==> config.mk <==
export PLATFORM = sky130hd
export DESIGN_NAME = axi_lite_selftest_master
export DESIGN_NICKNAME = d
export VERILOG_FILES = /design/src/rtl/axi_lite_selftest_master.sv
export SDC_FILE = /design/constraint.sdc
export NUM_CORES = 1
export LEC_CHECK = 0
export ABC_AREA = 1
export BUFFER_PORTS_ARGS = -buffer_cell sky130_fd_sc_hd__buf_2
export CORE_MARGIN = 5
export CORE_UTILIZATION = 45
export CTS_CLUSTER_SIZE = 40
export DETAILED_ROUTE_END_ITERATION = 8
export PLACE_DENSITY = 0.7
export REMOVE_ABC_BUFFERS = 1
export SLEW_MARGIN = 20
export SYNTH_ARGS = -nofsm -noshare
export SYNTH_HDL_FRONTEND = slang
export SYNTH_SLANG_ARGS = --single-unit
==> constraint.sdc <==
create_clock -name ACLK -period 5.95 [get_ports ACLK]
set_input_delay 0 -clock ACLK [delete_from_list [all_inputs] [get_ports ACLK]]
set_output_delay 0 -clock ACLK [all_outputs]
set_load 0.01 [all_outputs]
==> src/rtl/axi_lite_selftest_master.sv <==
// AXI4-Lite write/read-back self-test master for bring-up of slave register files.
// Walks C_NUM_REGS registers, checks RESP and read data, reports pass/fail and first failure.
module axi_lite_selftest_master #(
   parameter int          C_ADDR_WIDTH  = 32,
   parameter int          C_DATA_WIDTH  = 32,
   parameter int          C_NUM_REGS    = 4,
   parameter int          C_ADDR_STRIDE = 4,
   parameter longint      C_BASE_ADDR   = 0,
   parameter int          C_MODE        = 0,
   parameter int          C_TIMEOUT     = 255,
   parameter logic [31:0] C_PAT_INC     = 32'h9E3779B9
) (
   input  logic                      ACLK,
   input  logic                      ARESET,
   input  logic                      start,
   input  logic [C_DATA_WIDTH-1:0]   seed,
   output logic                      busy,
   output logic                      done,
   output logic                      pass,
   output logic                      timeout,
   output logic [7:0]                err_count,
   output logic [7:0]                fail_index,
   output logic [C_DATA_WIDTH-1:0]   fail_data,
   output logic [C_ADDR_WIDTH-1:0]   M_AXI_AWADDR,
   output logic [2:0]                M_AXI_AWPROT,
   output logic                      M_AXI_AWVALID,
   input  logic                      M_AXI_AWREADY,
   output logic [C_DATA_WIDTH-1:0]   M_AXI_WDATA,
   output logic [C_DATA_WIDTH/8-1:0] M_AXI_WSTRB,
   output logic                      M_AXI_WVALID,
   input  logic                      M_AXI_WREADY,
   input  logic [1:0]                M_AXI_BRESP,
   input  logic                      M_AXI_BVALID,
   output logic                      M_AXI_BREADY,
   output logic [C_ADDR_WIDTH-1:0]   M_AXI_ARADDR,
   output logic [2:0]                M_AXI_ARPROT,
   output logic                      M_AXI_ARVALID,
   input  logic                      M_AXI_ARREADY,
   input  logic [C_DATA_WIDTH-1:0]   M_AXI_RDATA,
   input  logic [1:0]                M_AXI_RRESP,
   input  logic                      M_AXI_RVALID,
   output logic                      M_AXI_RREADY
);

   localparam int TW = (C_TIMEOUT > 1) ? $clog2(C_TIMEOUT) : 1;
   localparam logic [TW-1:0]           T_LAST   = TW'(C_TIMEOUT - 1);
   localparam logic [C_DATA_WIDTH-1:0] PAT      = {(C_DATA_WIDTH/32){C_PAT_INC}};
   localparam logic [C_ADDR_WIDTH-1:0] BASE     = C_ADDR_WIDTH'(C_BASE_ADDR);
   localparam logic [C_ADDR_WIDTH-1:0] STRIDE   = C_ADDR_WIDTH'(C_ADDR_STRIDE);
   localparam logic [7:0]              LAST_IDX = 8'(C_NUM_REGS - 1);

   typedef enum logic [2:0] {
      S_IDLE, S_WA, S_WB, S_RA, S_RD, S_ADV, S_DONE
   } state_t;

   state_t                  state, state_n;
   logic                    aw_ok, w_ok;
   logic [TW-1:0]           tcnt;
   logic [7:0]              idx;
   logic [C_ADDR_WIDTH-1:0] addr_q;
   logic [C_DATA_WIDTH-1:0] data_q, seed_q;
   logic                    wr_phase, fail_seen;

   logic start_ok, aw_hs, w_hs, b_hs, ar_hs, r_hs, expire, last;
   logic b_err, r_rerr, r_derr;
   logic [1:0] err_add;
   logic [8:0] err_sum;

   always_ff @(posedge ACLK) begin
      if (ARESET) state <= S_IDLE;
      else        state <= state_n;
   end

   always_comb begin
      state_n       = state;
      M_AXI_AWVALID = 1'b0;
      M_AXI_WVALID  = 1'b0;
      M_AXI_BREADY  = 1'b0;
      M_AXI_ARVALID = 1'b0;
      M_AXI_RREADY  = 1'b0;
      start_ok      = 1'b0;
      aw_hs         = 1'b0;
      w_hs          = 1'b0;
      b_hs          = 1'b0;
      ar_hs         = 1'b0;
      r_hs          = 1'b0;
      expire        = 1'b0;
      last          = (idx == LAST_IDX);
      case (state)
         S_IDLE, S_DONE: begin
            start_ok = start;
            if (start) state_n = S_WA;
         end
         S_WA: begin
            // AW and W channels complete independently; leave only once both have.
            M_AXI_AWVALID = !aw_ok;
            M_AXI_WVALID  = !w_ok;
            aw_hs = !aw_ok && M_AXI_AWREADY;
            w_hs  = !w_ok && M_AXI_WREADY;
            if ((aw_ok || aw_hs) && (w_ok || w_hs)) state_n = S_WB;
            else expire = (tcnt == T_LAST);
         end
         S_WB: begin
            M_AXI_BREADY = 1'b1;
            b_hs = M_AXI_BVALID;
            if (b_hs) state_n = (C_MODE == 0) ? S_RA : S_ADV;
            else      expire  = (tcnt == T_LAST);
         end
         S_RA: begin
            M_AXI_ARVALID = 1'b1;
            ar_hs = M_AXI_ARREADY;
            if (ar_hs) state_n = S_RD;
            else       expire  = (tcnt == T_LAST);
         end
         S_RD: begin
            M_AXI_RREADY = 1'b1;
            r_hs = M_AXI_RVALID;
            if (r_hs) state_n = S_ADV;
            else      expire  = (tcnt == T_LAST);
         end
         S_ADV: begin
            if (wr_phase)  state_n = last ? S_RA : S_WA;
            else if (last) state_n = S_DONE;
            else           state_n = (C_MODE == 0) ? S_WA : S_RA;
         end
         default: state_n = S_IDLE;
      endcase
      if (expire) state_n = S_DONE;
   end

   assign busy         = (state == S_WA) || (state == S_WB) || (state == S_RA) ||
                         (state == S_RD) || (state == S_ADV);
   assign M_AXI_AWADDR = addr_q;
   assign M_AXI_ARADDR = addr_q;
   assign M_AXI_WDATA  = data_q;
   assign M_AXI_WSTRB  = '1;
   assign M_AXI_AWPROT = 3'b000;
   assign M_AXI_ARPROT = 3'b000;

   // A single read can contribute both a RESP error and a data mismatch.
   assign b_err   = b_hs && (M_AXI_BRESP != 2'b00);
   assign r_rerr  = r_hs && (M_AXI_RRESP != 2'b00);
   assign r_derr  = r_hs && (M_AXI_RDATA != data_q);
   assign err_add = {1'b0, b_err} + {1'b0, r_rerr} + {1'b0, r_derr};
   assign err_sum = {1'b0, err_count} + {7'd0, err_add};

   always_ff @(posedge ACLK) begin
      if (ARESET) begin
         tcnt       <= '0;
         aw_ok      <= 1'b0;
         w_ok       <= 1'b0;
         idx        <= '0;
         addr_q     <= '0;
         data_q     <= '0;
         seed_q     <= '0;
         wr_phase   <= 1'b0;
         fail_seen  <= 1'b0;
         done       <= 1'b0;
         pass       <= 1'b0;
         timeout    <= 1'b0;
         err_count  <= '0;
         fail_index <= '0;
         fail_data  <= '0;
      end else begin
         if (state_n != state)  tcnt <= '0;
         else if (tcnt != T_LAST) tcnt <= tcnt + 1'b1;

         if (state != S_WA) begin
            aw_ok <= 1'b0;
            w_ok  <= 1'b0;
         end else begin
            if (aw_hs) aw_ok <= 1'b1;
            if (w_hs)  w_ok  <= 1'b1;
         end

         if (start_ok) begin
            seed_q     <= seed;
            data_q     <= seed;
            addr_q     <= BASE;
            idx        <= '0;
            wr_phase   <= (C_MODE != 0);
            fail_seen  <= 1'b0;
            done       <= 1'b0;
            pass       <= 1'b0;
            timeout    <= 1'b0;
            err_count  <= '0;
            fail_index <= '0;
            fail_data  <= '0;
         end

         if (err_add != 2'd0) begin
            err_count <= err_sum[8] ? 8'hFF : err_sum[7:0];
            if (!fail_seen) begin
               fail_seen  <= 1'b1;
               fail_index <= idx;
               fail_data  <= r_hs ? M_AXI_RDATA : '0;
            end
         end

         // Pattern and address advance by accumulation; write-all mode rewinds for the read pass.
         if (state == S_ADV) begin
            if (wr_phase && last) begin
               idx      <= '0;
               addr_q   <= BASE;
               data_q   <= seed_q;
               wr_phase <= 1'b0;
            end else if (!last) begin
               idx    <= idx + 1'b1;
               addr_q <= addr_q + STRIDE;
               data_q <= data_q + PAT;
            end else begin
               done <= 1'b1;
               pass <= (err_count == 8'd0);
            end
         end

         if (expire) begin
            done    <= 1'b1;
            pass    <= 1'b0;
            timeout <= 1'b1;
         end
      end
   end

endmodule

==> results_dict.tcl, run 1 <==
set metrics [dict create \
    dp_hpwl_mm 22.3 \
    drtAntennaViolNets 0 \
    start_util_pct 45.8 \
    hold_path_startpoint "ARESET" \
    ys_seq_area_share_pct 35.3 \
    ir_worst_vdd_mv 0.161 \
    dieArea_um2 24500 \
    min_period_ps 3680 \
    fin_nets 1774 \
    fmax_mhz 272 \
    antenna_found_initial 0 \
    grt_pass1_vias 9991 \
    run_status "completed" \
    first_pass_iters 5 \
    finalHoldViolations 0 \
    cp.required_ps 6310 \
    wl_met1_mm 13.9 \
    ys_warn_count 0 \
    yosysUniqueCellTypes 52 \
    power.density_nw_per_um2 246 \
    cts_tree "done" \
    synth-edff-count 0 \
    drtIter0Drc 819 \
    maxCapViolations 0 \
    synthArstFlopShare_pct 0 \
    netlist_instances 1461 \
    route.vias.total 10567 \
    grt_max_degree 87 \
    nFillCells 2052 \
    yosysTopAreaCell "dfxtp_1" \
    synth_ff_type "dfxtp_1" \
    post-place-ws_ps 2360 \
    gp_congestion 0.936 \
    root_buffer "clkbuf_16" \
    power.total_mw 2.95 \
    worstSetupPathType "reg -> reg" \
    clk_pin_slew_ps 70 \
    syn_to_final_growth_pct 24.0 \
    die_h_um 156 \
    viasPerCell 5.35 \
    io_pins 239 \
    antennaDiodeCount 0 \
    crit_path_start "M_AXI_WDATA[15]" \
    worst_pin_slew_ps 992 \
    drive_above_1_share_pct 17.8 \
    clk_latency_ps 440 \
    numPortBuffers 228 \
    rows 53 \
    core_um2 21100 \
    clock_path_buffers 2 \
    dr_wl_met3_mm 2.27 \
    slew-limit-headroom_pct 33.8 \
    wl_met2_mm 15.6 \
    detail_route.wirelength_mm 32.4 \
    start_kind "flip-flop" \
    cts.sinks 170 \
    ys_seq_elements 170 \
    hold_path_class "in -> reg" \
    fin_crit_sh_pct 61.8 \
    yosys-top-cells-area "dfxtp_1, nand2_1, a21oi_1" \
    overflow 0 \
    fin_ws_ps 2270 \
    top_layer_used "met4" \
    fin_setup_tns_ps 0 \
    htreeDepth 4 \
    synth_top_area_share_pct 35.3 \
    synth_area_um2 9650 \
    rsz0062_at_grt "no" \
    worstPathMaxFanout 32 \
    route.detailed.drc 0 \
    skew_ps 11.6 \
    wl_per_cell_um 16.4 \
    cts_resized 0 \
    end_kind "flip-flop" \
    cts_made_buffers 17 \
    syn_area_per_cell_um2 6.61 \
    timing.rr.start "M_AXI_WDATA[15]" \
    die_w_um 156 \
    crit_arrival_ps 4040 \
    slew_violations 0 \
    setup_viol 0 \
    grt_use_total_pct 25.8 \
    grt_pass1_wl_mm 51.1 \
    p_leak_nw 5.38 \
]
==> cell families after synthesis <==
family	after synthesis	synth area share (%)
AOI/OAI and AO/OA	294	16.4
xor gates and xnor gates	42	3.81
adders and majority gates	9	1.32
buffers and inverters	238	11.4
DFF	170	35.3
other	2	0.0778
and+or+nand+nor	706	31.8
==> through the flow <==
stage	utilization, %	instances	instance area, um2	hold WS [ps]
floorplan	-	1367	9090	69.1
global placement	50.5	1878	10600	244
detailed placement	50.5	1878	10600	247
CTS	56.8	1976	12000	18.3
global route	56.8	1976	12000	27.9
finish	56.8	1976	12000	23.2
==> flip-flops by register name, indices dropped and copies added, names as in the netlist <==
name	flops
M_AXI_ARADDR	32
wr_phase	1
w_ok	1
aw_ok	1
done	1
idx	8
fail_seen	1
fail_index	8
M_AXI_WDATA	32
fail_data	32
err_count	8
seed_q	32
timeout	1
pass	1
state	3
tcnt	8
==> report_power, final <==
| part | total, mW | internal [mW] | switching [mW] |
|---|---|---|---|
| registers | 1.23 | 1.18 | 0.0486 |
| clock network | 1.26 | 0.760 | 0.499 |
| logic | 0.460 | 0.171 | 0.289 |
| total | 2.95 | 2.11 | 0.837 |
==> final cells by class <==
class | count | area [um2] | area share, %
Clock inverter | 13 | 216 | 1.81
Tap cell | 275 | 344 | 2.87
Multi-Input combinational cell | 1061 | 5180 | 43.3
Inverter | 136 | 513 | 4.28
Sequential cell | 170 | 3400 | 28.4
Timing Repair Buffer | 303 | 1870 | 15.7
Clock buffer | 18 | 439 | 3.67
==> routing by layer <==
metal  up-vias  global-route usage [%]
met5         -                       0
met4         0                    7.81
met3        56                    4.37
met2       446                    44.3
met1      4861                    33.2
li1       5204                       -
==> synth_stat cells (7+ instances only) <==
| cell | n |
|---|---|
| buf_2 | 17 |
| dfxtp_1 | 170 |
| nor3_1 | 21 |
| xnor2_1 | 26 |
| nand4_1 | 24 |
| o21ai_0 | 92 |
| or2_2 | 12 |
| ha_1 | 7 |
| nand3_1 | 123 |
| a21oi_1 | 159 |
| nand2_1 | 369 |
| clkbuf_1 | 35 |
| nor2_1 | 130 |
| xor2_1 | 16 |
| inv_1 | 126 |
| buf_4 | 47 |
==> timing repair <==
action                    4_1_cts  5_1_grt
setup buffers                   0        0
hold endpoints to repair       86        0
hold buffers                   67        0
==> critical path, cell delays in order (launching register included) <==
cell	delay, ps
dfxtp_1	540
inv_1	170
or2_2	300
nand3_1	80
nor3_1	50
a41oi_1	330
fa_1	510
or2_2	410
nand2_2	380
buf_4	470
nand3_1	170
a21oi_1	180
==> path summary, 6_finish.rpt <==
kind	endpoint	slack, ps	depth (start not counted)
setup / recovery	fail_data[7]	2270	11
hold / removal	fail_data[15]	20	2
setup reg to reg	fail_data[7]	2270	11
hold reg to reg	M_AXI_ARADDR[1]	460	2
==> placed cells by master (no fill, tap or decap), types with 3 or more instances in the layout <==
cell type      synthesis  layout
xor2_1                16      16
bufinv_16              0       5
a31oi_1                6       6
nand4_1               24      24
dfxtp_1              170     170
a211oi_1               5       5
clkinv_4               0       4
nor3_1                21      21
nor2_4                 4       4
nand2_2                2       3
a22oi_1                5       5
conb_1                 2      10
xnor2_1               26      26
o22ai_1                3       3
buf_4                 47       9
nand2_1              369     368
nor2_1               130     129
o211ai_1               4       4
clkinv_1               3       3
o21ai_0               92      92
inv_6                  0       3
inv_1                126     126
nor4_1                 6       6
o21bai_1               3       3
dlygate4sd3_1          0      67
inv_2                  6       6
a41oi_1                4       4
o21ai_1                3       3
a21oi_1              159     159
buf_2                 17     227
nand3_1              123     123
or2_2                 12      12
ha_1                   7       7
clkbuf_16              0      17
(Power assumes the default switching activity.)
==> run 2, diff against run 1 <==
clock period = 3.4 ns   (was 5.95 ns; I/O delays follow)
==> results_dict.tcl, run 2 (same netlist as run 1, synthesis figures left out) <==
set metrics [dict create \
    run_status "completed" \
    whs_path_depth 2 \
    maxCapViolations 0 \
    min_to "fail_data[14]" \
    drtAntennaViolNets 0 \
    multi_input_area_um2 5220 \
    clock_path_buffers 2 \
    post-place-ws_ps -70.6 \
    cp_slowest_cell "fa_1" \
    hold_path_startpoint "ARESET" \
    route.detailed.drc 0 \
    slew-limit-headroom_pct 46.8 \
    core_um2 21100 \
    syn_to_final_growth_pct 28.3 \
    wl_per_cell_um 16.4 \
    rows 53 \
    final_common_cell "nand2_1" \
    gp_congestion 0.927 \
    grt_max_degree 87 \
    setup_viol 0 \
    end_kind "flip-flop" \
    io_pins 239 \
    slew_violations 0 \
    start_kind "flip-flop" \
    worstPathMaxFanout 49 \
    cts_tree "done" \
    ir_worst_vdd_mv 0.324 \
    viasPerCell 5.37 \
    timing.rr.start "M_AXI_WDATA[13]" \
    max_stage_delay_ps 500 \
    cp_cell_sequence "inv_1 -> or2_2 -> nand4_1 -> nor3_2 -> a41oi_4 -> fa_1 -> buf_4 -> or2_2 -> nand2_2 -> buf_4 -> o21ai_0 -> a21oi_1" \
    die_w_um 156 \
    path_buf_inv 3 \
    dieArea_um2 24500 \
    overflow 0 \
    route.vias.total 10873 \
    min_period_ps 3260 \
    final_cell_mix "nand2_1, buf_2, dfxtp_1" \
    fin_ws_ps 143 \
    worst_pin_slew_ps 793 \
    detail_route.wirelength_mm 33.3 \
    power.density_nw_per_um2 419 \
    crit_arrival_ps 3630 \
    rsz0062_at_grt "no" \
    grt_use_total_pct 26.5 \
    grt_pass1_vias 10476 \
    root_buffer "clkbuf_16" \
    finalHoldViolations 0 \
    nFillCells 1970 \
    fin_cells 2025 \
    fmax_mhz 307 \
    hold_ws_ps 101 \
    reg2reg_slack_ps 140 \
    worstSetupPathType "reg -> reg" \
    r2r_cells 12 \
    cts_made_buffers 17 \
    clk_pin_slew_ps 70 \
    start_util_pct 45.8 \
    cp.required_ps 3770 \
    cts.sinks 170 \
    r2r_end "fail_index[3]" \
    fin_nets 1822 \
    grt_pass1_wl_mm 52.6 \
    drtIter0Drc 937 \
    htreeDepth 4 \
    fin_crit_sh_pct 95.8 \
    antennaDiodeCount 0 \
    critPathTopFamily "simple AND/OR/NAND/NOR gates" \
    register_area_um2 3400 \
    antenna_found_initial 0 \
    die_h_um 156 \
    dp.cells 1925 \
    dp_hpwl_mm 23.1 \
    drive_above_1_share_pct 20.3 \
    first_pass_iters 6 \
    numPortBuffers 228 \
    clk_latency_ps 440 \
    p_leak_nw 5.61 \
    hold_path_class "in -> reg" \
    skew_ps 10.3 \
]
## run 2: worst max path at each step
stage,start,endpoint,slack (ps),cells past startpoint
floorplan,M_AXI_WDATA[15],fail_data[0],-580,11
global placement,M_AXI_WDATA[25],err_count[5],60,17
detailed placement,M_AXI_WDATA[13],fail_data[7],-70,12
CTS,M_AXI_WDATA[13],err_count[1],20,16
global route,M_AXI_WDATA[24],err_count[7],4,17
finish,M_AXI_WDATA[13],fail_index[3],140,12
## run 2: power breakdown
part	switching, mW	leakage (nW)	total, mW	internal [mW]
sequential	0.0440	1.38	2.11	2.06
clock	0.921	0.303	2.17	1.25
combinational	0.565	3.93	0.917	0.352
## run 2: timing repair
action | CTS | global route
pin swaps | 0 | 3
endpoints found under the hold margin | 86 | 0
setup endpoints to repair | 17 | 7
hold buffers | 67 | 0
resized for setup | 2 | 10
gates cloned | 0 | 0
buffers inserted | 0 | 1
## run 2: area by class of cell
type                       instances  share of cell area [%]
inverter                         136                    4.14
clock buffer                      17                    3.44
tap                              275                    2.78
sequential                       170                    27.5
timing repair buffer             351                    18.3
clock inverter                    15                    1.74
multi-input combinational       1061                    42.2
## run 2: stage by stage
| stage | util (%) | power (mW) | cell area (um2) | setup TNS [ps] |
|---|---|---|---|---|
| 2_1_floorplan | - | 2.63 | 9090 | -18490 |
| 3_3_place_gp | 52.3 | 2.98 | 11000 | 0 |
| 3_5_place_dp | 52.3 | 2.99 | 11000 | -724 |
| 4_1_cts | 58.6 | 5.19 | 12300 | 0 |
| 5_1_grt | 58.7 | 5.38 | 12400 | 0 |
| 6_report | 58.7 | 5.19 | 12400 | 0 |
## run 2: worst reg2reg max path: stages, from the launching register on
cell	delay (ps)
dfxtp_1	330
inv_1	150
or2_2	140
nand4_1	100
nor3_2	330
a41oi_4	180
fa_1	500
buf_4	150
or2_2	310
nand2_2	90
buf_4	490
o21ai_0	250
a21oi_1	160
## run 2: routing by layer
| metal | GRT usage (%) | vias to the layer above | share of wire (%) |
|---|---|---|---|
| met5 | 0 | - | 0 |
| met2 | 45.9 | 505 | 49 |
| met4 | 10.5 | 0 | 2.6 |
| met1 | 32.6 | 4990 | 40 |
| met3 | 4.76 | 74 | 8.9 |
| li1 | - | 5304 | - |
